$ cat src/rtl/sub_digit_serial_if.sv
// Operand/result handshake bundle for the digit-serial subtractor.
// The slave side is the subtractor; the master side feeds operands and drains results.
interface sub_digit_serial_if #(
    parameter int unsigned WIDTH = 16
);
    logic             in_valid;
    logic             in_ready;
    logic [WIDTH-1:0] a;
    logic [WIDTH-1:0] b;
    logic             b_in;
    logic             out_valid;
    logic             out_ready;
    logic [WIDTH-1:0] diff;
    logic             b_out;
    logic             zero;
    logic             overflow;

    modport master (
        output in_valid, a, b, b_in, out_ready,
        input  in_ready, out_valid, diff, b_out, zero, overflow
    );

    modport slave (
        input  in_valid, a, b, b_in, out_ready,
        output in_ready, out_valid, diff, b_out, zero, overflow
    );
endinterface

$ cat src/rtl/sub_digit_serial.sv
// Digit-serial subtractor: a - b - b_in, one DIGIT-wide borrow-lookahead slice per cycle,
// least-significant digit first, with valid/ready handshakes on both sides.
module sub_digit_serial #(
    parameter int unsigned WIDTH = 16,
    parameter int unsigned DIGIT = 4
) (
    input logic              clk_i,
    input logic              rst_i,
    sub_digit_serial_if.slave bus
);
    localparam int unsigned N    = WIDTH / DIGIT;
    localparam int unsigned CntW = (N > 1) ? $clog2(N) : 1;

    typedef enum logic [1:0] {StIdle, StRun, StDone} state_e;

    state_e            state_q;
    logic [CntW-1:0]   cnt_q;
    logic [WIDTH-1:0]  a_q;
    logic [WIDTH-1:0]  b_q;
    logic [WIDTH-1:0]  diff_q;
    logic [WIDTH-1:0]  diff_d;
    logic              borrow_q;
    logic              b_out_q;
    logic              zero_q;
    logic              ovf_q;

    int unsigned       base;
    logic [DIGIT-1:0]  x;
    logic [DIGIT-1:0]  y;
    logic [DIGIT-1:0]  g;
    logic [DIGIT-1:0]  p;
    logic [DIGIT-1:0]  dig;
    logic [DIGIT:0]    bor;
    logic              last;

    // Borrow chain for the current digit; bor[i] is the borrow into bit i of the digit.
    always_comb begin
        base   = 32'(cnt_q) * DIGIT;
        x      = a_q[base +: DIGIT];
        y      = b_q[base +: DIGIT];
        g      = ~x & y;
        p      = ~x | y;
        bor    = '0;
        bor[0] = borrow_q;
        for (int i = 0; i < int'(DIGIT); i++) begin
            bor[i+1] = g[i] | (p[i] & bor[i]);
        end
        dig    = x ^ y ^ bor[DIGIT-1:0];
        diff_d = diff_q;
        diff_d[base +: DIGIT] = dig;
        last   = (cnt_q == CntW'(N - 1));
    end

    always_ff @(posedge clk_i) begin
        if (rst_i) begin
            state_q  <= StIdle;
            cnt_q    <= '0;
            a_q      <= '0;
            b_q      <= '0;
            borrow_q <= 1'b0;
            diff_q   <= '0;
            b_out_q  <= 1'b0;
            zero_q   <= 1'b0;
            ovf_q    <= 1'b0;
        end else begin
            unique case (state_q)
                StIdle: begin
                    if (bus.in_valid) begin
                        a_q      <= bus.a;
                        b_q      <= bus.b;
                        borrow_q <= bus.b_in;
                        cnt_q    <= '0;
                        state_q  <= StRun;
                    end
                end
                StRun: begin
                    diff_q   <= diff_d;
                    borrow_q <= bor[DIGIT];
                    if (last) begin
                        cnt_q   <= '0;
                        b_out_q <= bor[DIGIT];
                        zero_q  <= (diff_d == '0);
                        // Signed overflow: borrow into the sign bit differs from borrow out.
                        ovf_q   <= bor[DIGIT-1] ^ bor[DIGIT];
                        state_q <= StDone;
                    end else begin
                        cnt_q <= cnt_q + CntW'(1);
                    end
                end
                StDone: begin
                    if (bus.out_ready) begin
                        state_q <= StIdle;
                    end
                end
                default: state_q <= StIdle;
            endcase
        end
    end

    assign bus.in_ready  = (state_q == StIdle);
    assign bus.out_valid = (state_q == StDone);
    assign bus.diff      = diff_q;
    assign bus.b_out     = b_out_q;
    assign bus.zero      = zero_q;
    assign bus.overflow  = ovf_q;
endmodule

$ cat src/flat_wrapper.sv
// flat-port wrapper written by rule: the top's interface ports become plain ports
module sub_digit_serial_flat 
#(
    parameter int unsigned WIDTH = 16,
    parameter int unsigned DIGIT = 4
)
  (clk_i, rst_i, bus_in_valid, bus_a, bus_b, bus_b_in, bus_out_ready, bus_in_ready, bus_out_valid, bus_diff, bus_b_out, bus_zero, bus_overflow);
  sub_digit_serial_if #(.WIDTH(WIDTH)) bus_i ();
  input logic clk_i;
  input logic rst_i;
  input wire logic [$bits(bus_i.in_valid)-1:0] bus_in_valid;
  input wire logic [$bits(bus_i.a)-1:0] bus_a;
  input wire logic [$bits(bus_i.b)-1:0] bus_b;
  input wire logic [$bits(bus_i.b_in)-1:0] bus_b_in;
  input wire logic [$bits(bus_i.out_ready)-1:0] bus_out_ready;
  output wire logic [$bits(bus_i.in_ready)-1:0] bus_in_ready;
  output wire logic [$bits(bus_i.out_valid)-1:0] bus_out_valid;
  output wire logic [$bits(bus_i.diff)-1:0] bus_diff;
  output wire logic [$bits(bus_i.b_out)-1:0] bus_b_out;
  output wire logic [$bits(bus_i.zero)-1:0] bus_zero;
  output wire logic [$bits(bus_i.overflow)-1:0] bus_overflow;
  assign bus_i.in_valid = bus_in_valid;
  assign bus_i.a = bus_a;
  assign bus_i.b = bus_b;
  assign bus_i.b_in = bus_b_in;
  assign bus_i.out_ready = bus_out_ready;
  assign bus_in_ready = bus_i.in_ready;
  assign bus_out_valid = bus_i.out_valid;
  assign bus_diff = bus_i.diff;
  assign bus_b_out = bus_i.b_out;
  assign bus_zero = bus_i.zero;
  assign bus_overflow = bus_i.overflow;
  sub_digit_serial #(.WIDTH(WIDTH), .DIGIT(DIGIT)) u_core (.clk_i(clk_i), .rst_i(rst_i), .bus(bus_i));
endmodule
$ cat config.mk
export PLATFORM = sky130hd
export DESIGN_NAME = sub_digit_serial_flat
export DESIGN_NICKNAME = d
export VERILOG_FILES = /design/src/rtl/sub_digit_serial_if.sv /design/src/rtl/sub_digit_serial.sv /design/src/flat_wrapper.sv
export SDC_FILE = /design/constraint.sdc
export NUM_CORES = 1
export LEC_CHECK = 0
export ABC_AREA = 1
export BUFFER_PORTS_ARGS = -buffer_cell sky130_fd_sc_hd__buf_2
export CORE_ASPECT_RATIO = 1.5
export CORE_MARGIN = 4
export CORE_UTILIZATION = 50
export CTS_CLUSTER_DIAMETER = 30
export DETAILED_ROUTE_END_ITERATION = 8
export PLACE_DENSITY = 0.75
export SYNTH_ARGS = -nofsm -noshare
export SYNTH_HDL_FRONTEND = slang
export SYNTH_SLANG_ARGS = --single-unit
$ cat constraint.sdc
create_clock -name clk_i -period 4.1 [get_ports clk_i]
set_input_delay 0.41 -clock clk_i [delete_from_list [all_inputs] [get_ports clk_i]]
set_output_delay 0.41 -clock clk_i [all_outputs]
set_load 0.005 [all_outputs]
# Word-level counts from Yosys, hierarchy flattened
# Cells that the tools add are included.
[word_totals]
reg_bits = 56
[op_classes]
muxes = 10
shifts = 4
n_eq_ne = 6
n_addsub = 2
bitwise = 14
n_reduce_logical = 7
[ops]
columns = ["operator", "n"]
rows = [
  ["$neg A4 Y34", 1],
  ["$shift A4 B34 Y16 const A", 1],
  ["$shiftx A4 B34 Y16", 1],
  ["$shiftx A16 B5 Y4", 2],
  ["$bwmux W16", 1],
  ["$logic_not A16 Y1", 1],
  ["$mux W2", 5],
  ["$xor A4 B4 Y4", 2],
  ["$pmux W2 S3", 1],
  ["$reduce_and A2 Y1", 3],
  ["$and A1 B1 Y1", 4],
  ["$and A4 B4 Y4", 1],
  ["$eq A2 B2 Y1 const B", 2],
  ["$ne A2 B2 Y1 const B", 2],
  ["$not A4 Y4", 1],
  ["$or A1 B1 Y1", 4],
  ["$or A4 B4 Y4", 1],
  ["$pmux W2 S2", 1],
  ["$reduce_and A3 Y1", 1],
  ["$add A2 B1 Y2 const B", 1],
  ["$eq A2 B1 Y1 const B", 1],
  ["$logic_not A2 Y1", 1],
  ["$ne A2 B1 Y1 const B", 1],
  ["$pmux W1 S2", 1],
  ["other kinds (3)", 3],
]

# Longest topological paths before layout
[logic_depth]
word_depth = 13
depth_mapped = 20

# Least setup slack after synthesis
# No wires, ideal clock.
[synth_path]
path_kind = "register to register"
from = "reg u_core.cnt_q[0]"
to = "reg u_core.zero_q (netlist: u_core.bus.zero)"
arrival_time_ns = 3.231
n_path_buf = 2
setup_slack_ns = 0.802
period_less_slack_ns = 3.298
required_time_ns = 4.033
stages_incl_launch_ff = 21
setup_ns = 0.067
path_cell_list = "dfxtp_1 inv_1 buf_2 buf_6 o21ai_0 o22ai_1 fa_1 inv_1 fa_1 inv_1 fa_1 fa_1 nand2_1 inv_1 nand3_1 nand2_1 nor2_1 nand2_1 nor2_1 nand3_1 a21oi_2"
[synth_between]
elab_chain_len = 13
[synth_lines]
columns = ["item", "line", "text"]
rows = [
  ["start: declaration", "sub_digit_serial.sv:17", "logic [CntW-1:0] cnt_q;"],
  ["start signal: assignment", "sub_digit_serial.sv:87", "cnt_q <= cnt_q + CntW'(1);"],
  ["$shiftx A16 B5 Y4", "sub_digit_serial.sv:39", "x = a_q[base +: DIGIT];"],
  ["$not A4 Y4", "sub_digit_serial.sv:41, sub_digit_serial.sv:42", ""],
  ["$or A4 B4 Y4", "sub_digit_serial.sv:42", "p = ~x | y;"],
  ["$and A1 B1 Y1", "sub_digit_serial.sv:46", "bor[i+1] = g[i] | (p[i] & bor[i]);"],
  ["$or A1 B1 Y1", "sub_digit_serial.sv:46", ""],
  ["$and A1 B1 Y1", "sub_digit_serial.sv:46", ""],
  ["$or A1 B1 Y1", "sub_digit_serial.sv:46", ""],
  ["$and A1 B1 Y1", "sub_digit_serial.sv:46", ""],
  ["$or A1 B1 Y1", "sub_digit_serial.sv:46", ""],
  ["$xor A4 B4 Y4", "sub_digit_serial.sv:48", "dig = x ^ y ^ bor[DIGIT-1:0];"],
  ["$shiftx A4 B34 Y16", "sub_digit_serial.sv:50", "diff_d[base +: DIGIT] = dig;"],
  ["$bwmux W16", "sub_digit_serial.sv:50", ""],
  ["$logic_not A16 Y1", "sub_digit_serial.sv:82", "zero_q <= (diff_d == '0);"],
  ["end signal: assignment", "sub_digit_serial.sv:82", ""],
  ["end: declaration", "sub_digit_serial.sv:24", "logic zero_q;"],
]
# Parallel ways exist; a longest one is shown, timed or not.
# A chain may end at the register's enable or synchronous reset.

# Worst setup path after layout
[layout_path]
from = "reg u_core.cnt_q[1]"
to = "reg u_core.zero_q (netlist: u_core.bus.zero)"
# Same word-level chain as after synthesis.

==> results.ini <==
[run_status]
status=finished clean

[cells_and_area]
final_common_cell=nor2_1
area_delta_synth_final_pct=14.3
most-common-layout-cells=nor2_1 (118), o21ai_0 (58), buf_2 (57), dfxtp_1 (56), nand2_1 (50)
fillCellCount=560
utilization_pct=58.4
fin_area_mm2=0.00318
drive_above_1_share_pct=16.7
nNetsFinal=501
num_antenna_cells=0

[sta]
tns_ps=0
period_minus_slack_ps=3480
hold_slack_ps=319
report.final.slew_viol_count=0
clock.fmax_ghz=0.288
hold_viol_final=0
skew_ps=6.14
finalSetupViolCount=0
rsz0062_at_grt=no
worst_slew_pin_slew_ps=911
slew_headroom_pct=39.2
period_share_pct=84.8

[placement]
gp_congestion=0.876
buffer_ports.inserted=57
hpwlAfterDp_mm=4.98
placed_area_mm2=0.00309

[clock_network]
post_cts_buffers=0
clockBufferDepth=2
cts_resized=0
clockRootBuffer=clkbuf_8
cts-htree-levels=2
cts.sinks=56
hold_buffers=0
cts_tree=done
clk_pin_slew_ps=90
worstSkewPairLatency_ps=310
cts_made_buffers=5

[global_routing]
antenna_found_initial=0
grt_pass1_vias=2582
grt_pass1_wl_mm=11.2
gr-total-overflow=0
grtUsageTotal_pct=20.9
grt_max_degree=38

[detailed_routing]
drt_first_pass_iters=4
top_layer=met4
wl_met2_mm=3.42
met3_length_um=269
avgViaCountPerCell=5.03
wl_per_cell_um=12.5
drc_errors=0
vias=2642
routed_wl_mm=6.58
drt_iter0_markers=129
drt-met1-wl_mm=2.72
ant_nets=0

[logic_synthesis]
synth_area_leader_cell=dfxtp_1
synth_area_mm2=0.00278
synth_edf_count=0
ys_types=29
synth_cells=405
synth_nets=452
synth.avg_cell_area_um2=6.87
ys_warn_count=0
yosysTopAreaCellShare_pct=40.3
synthArstFlopShare_pct=0
yosysSeqAreaShare_pct=40.3
ys_seq_elements=56
yosys_most_used_dff=dfxtp_1
synth_area_leaders=dfxtp_1 (40%), nor2_1 (16%), o21ai_0 (10%)

[floorplanning]
rows=33
die_w_um=68.9
start_util_pct=51.1
die-area_mm2=0.00685
pin_count=58
dieHeight_um=99.4
core_area_mm2=0.00545

[critical_path]
crit_slowest_cell=dfxtp_1
startpoint_type=flip-flop
cp.required_ps=4350
cp.arrival_ps=3720
crit_type=flip-flop to flip-flop
path_cells=inv_1 -> a32o_1 -> fa_1 -> inv_1 -> fa_1 -> inv_1 -> fa_1 -> fa_1 -> nand2_1 -> inv_1 -> nand3_1 -> nand2_1 -> nor2_1 -> nand2_1 -> nor2_1 -> nand3_1 -> a21oi_2
cpPeakStageDelay_ps=500
path_max_fanout=15
end_kind=flip-flop

[power]
vdd_ir_drop_max_uv=259
p_total_mw=1.25
power_density_mw_per_mm2=394
p_sw_uw=400
switching_share_pct=31.9
pwr-share-clk_pct=24.8
comb_power_share_pct=25.9
internal-power_uw=855
leakage_nw=1.61
pwr-share-seq_pct=49.3

[flow_run]
cap_violations=0

[min_path]
hold_path_class=primary input to flip-flop

-- layout make-up --
class	instances	area (um^2)	share of cell area (%)
Sequential cell	56	1120	35.2
Clock inverter	1	7.51	0.236
Timing Repair Buffer	61	315	9.91
Inverter	44	165	5.19
Clock buffer	7	86.3	2.71
Tap cell	70	87.6	2.75
Multi-Input combinational cell	286	1400	44.0
-- metrics by stage --
step	instances	setup WS (ps)
final	525	624
after detailed placement	517	657
after global placement	517	805
after CTS	525	636
after floorplan	405	802
after global routing	525	239
-- cell families (layout without fill, tap and decap cells) --
| logic type | after synthesis | count (layout) | share of synthesized area (%) |
|---|---|---|---|
| AO/OA/AOI/OAI | 88 | 88 | 17.8 |
| XOR/XNOR | 1 | 1 | 0.315 |
| adder cells (fa/ha/maj) | 10 | 10 | 5.57 |
| buffers and inverters | 63 | 113 | 9.48 |
| flip-flops | 56 | 56 | 40.3 |
| AND/OR/NAND/NOR | 187 | 187 | 26.6 |
-- final timing paths --
check / start / to / slack [ps] / cells past startpoint
worst min register to register: u_core.bus.b_out / u_core.bus.b_out / 510 / 1
worst max-delay path: u_core.cnt_q[1] / u_core.bus.zero / 620 / 17
worst max register to register: u_core.cnt_q[1] / u_core.bus.zero / 620 / 17
worst min-delay path: bus_a[12] / u_core.a_q[12] / 320 / 3
-- per-layer routing --
layer  vias to the layer above  GRT usage, %
met5                         -             0
met3                        12          3.16
met1                      1196          24.9
met2                        56          36.5
li1                       1378             -
met4                         0          7.96
-- synth_stat cells, types with 2 or more instances --
master / count
a21oi_1: 11
a21oi_2: 2
a32o_1: 4
buf_2: 7
buf_6: 2
clkbuf_1: 8
dfxtp_1: 56
fa_1: 4
ha_1: 6
inv_1: 43
nand2_1: 50
nand3_1: 14
nor2_1: 118
nor2_2: 3
o211ai_1: 2
o21ai_0: 58
o21ai_1: 2
o22ai_1: 4
-- state kept, by name, indices dropped and copies added, names as in the netlist, 2 cells and up --
signal           count
u_core.bus.diff     16
u_core.b_q          16
u_core.state_q       2
u_core.a_q          16
u_core.cnt_q         2
-- power groups by stage --
stage / Sequential, mW / Combinational (mW) / Clock, mW
2_1_floorplan: 0.625 / 0.240 / 0
6_report: 0.619 / 0.325 / 0.311
4_1_cts: 0.619 / 0.327 / 0.321
5_1_grt: 0.626 / 0.380 / 0.345
3_3_place_gp: 0.631 / 0.324 / 0
3_5_place_dp: 0.632 / 0.325 / 0
-- worst max-delay path: cells and delay by family (launching register included) --
kind	cells	cell delay, ps
buf+inv	4	450
flops	1	500
compound gates	2	460
fa+ha+maj	4	1440
simple gates	7	570
Note: power is estimated with default switching activity, not from simulation.
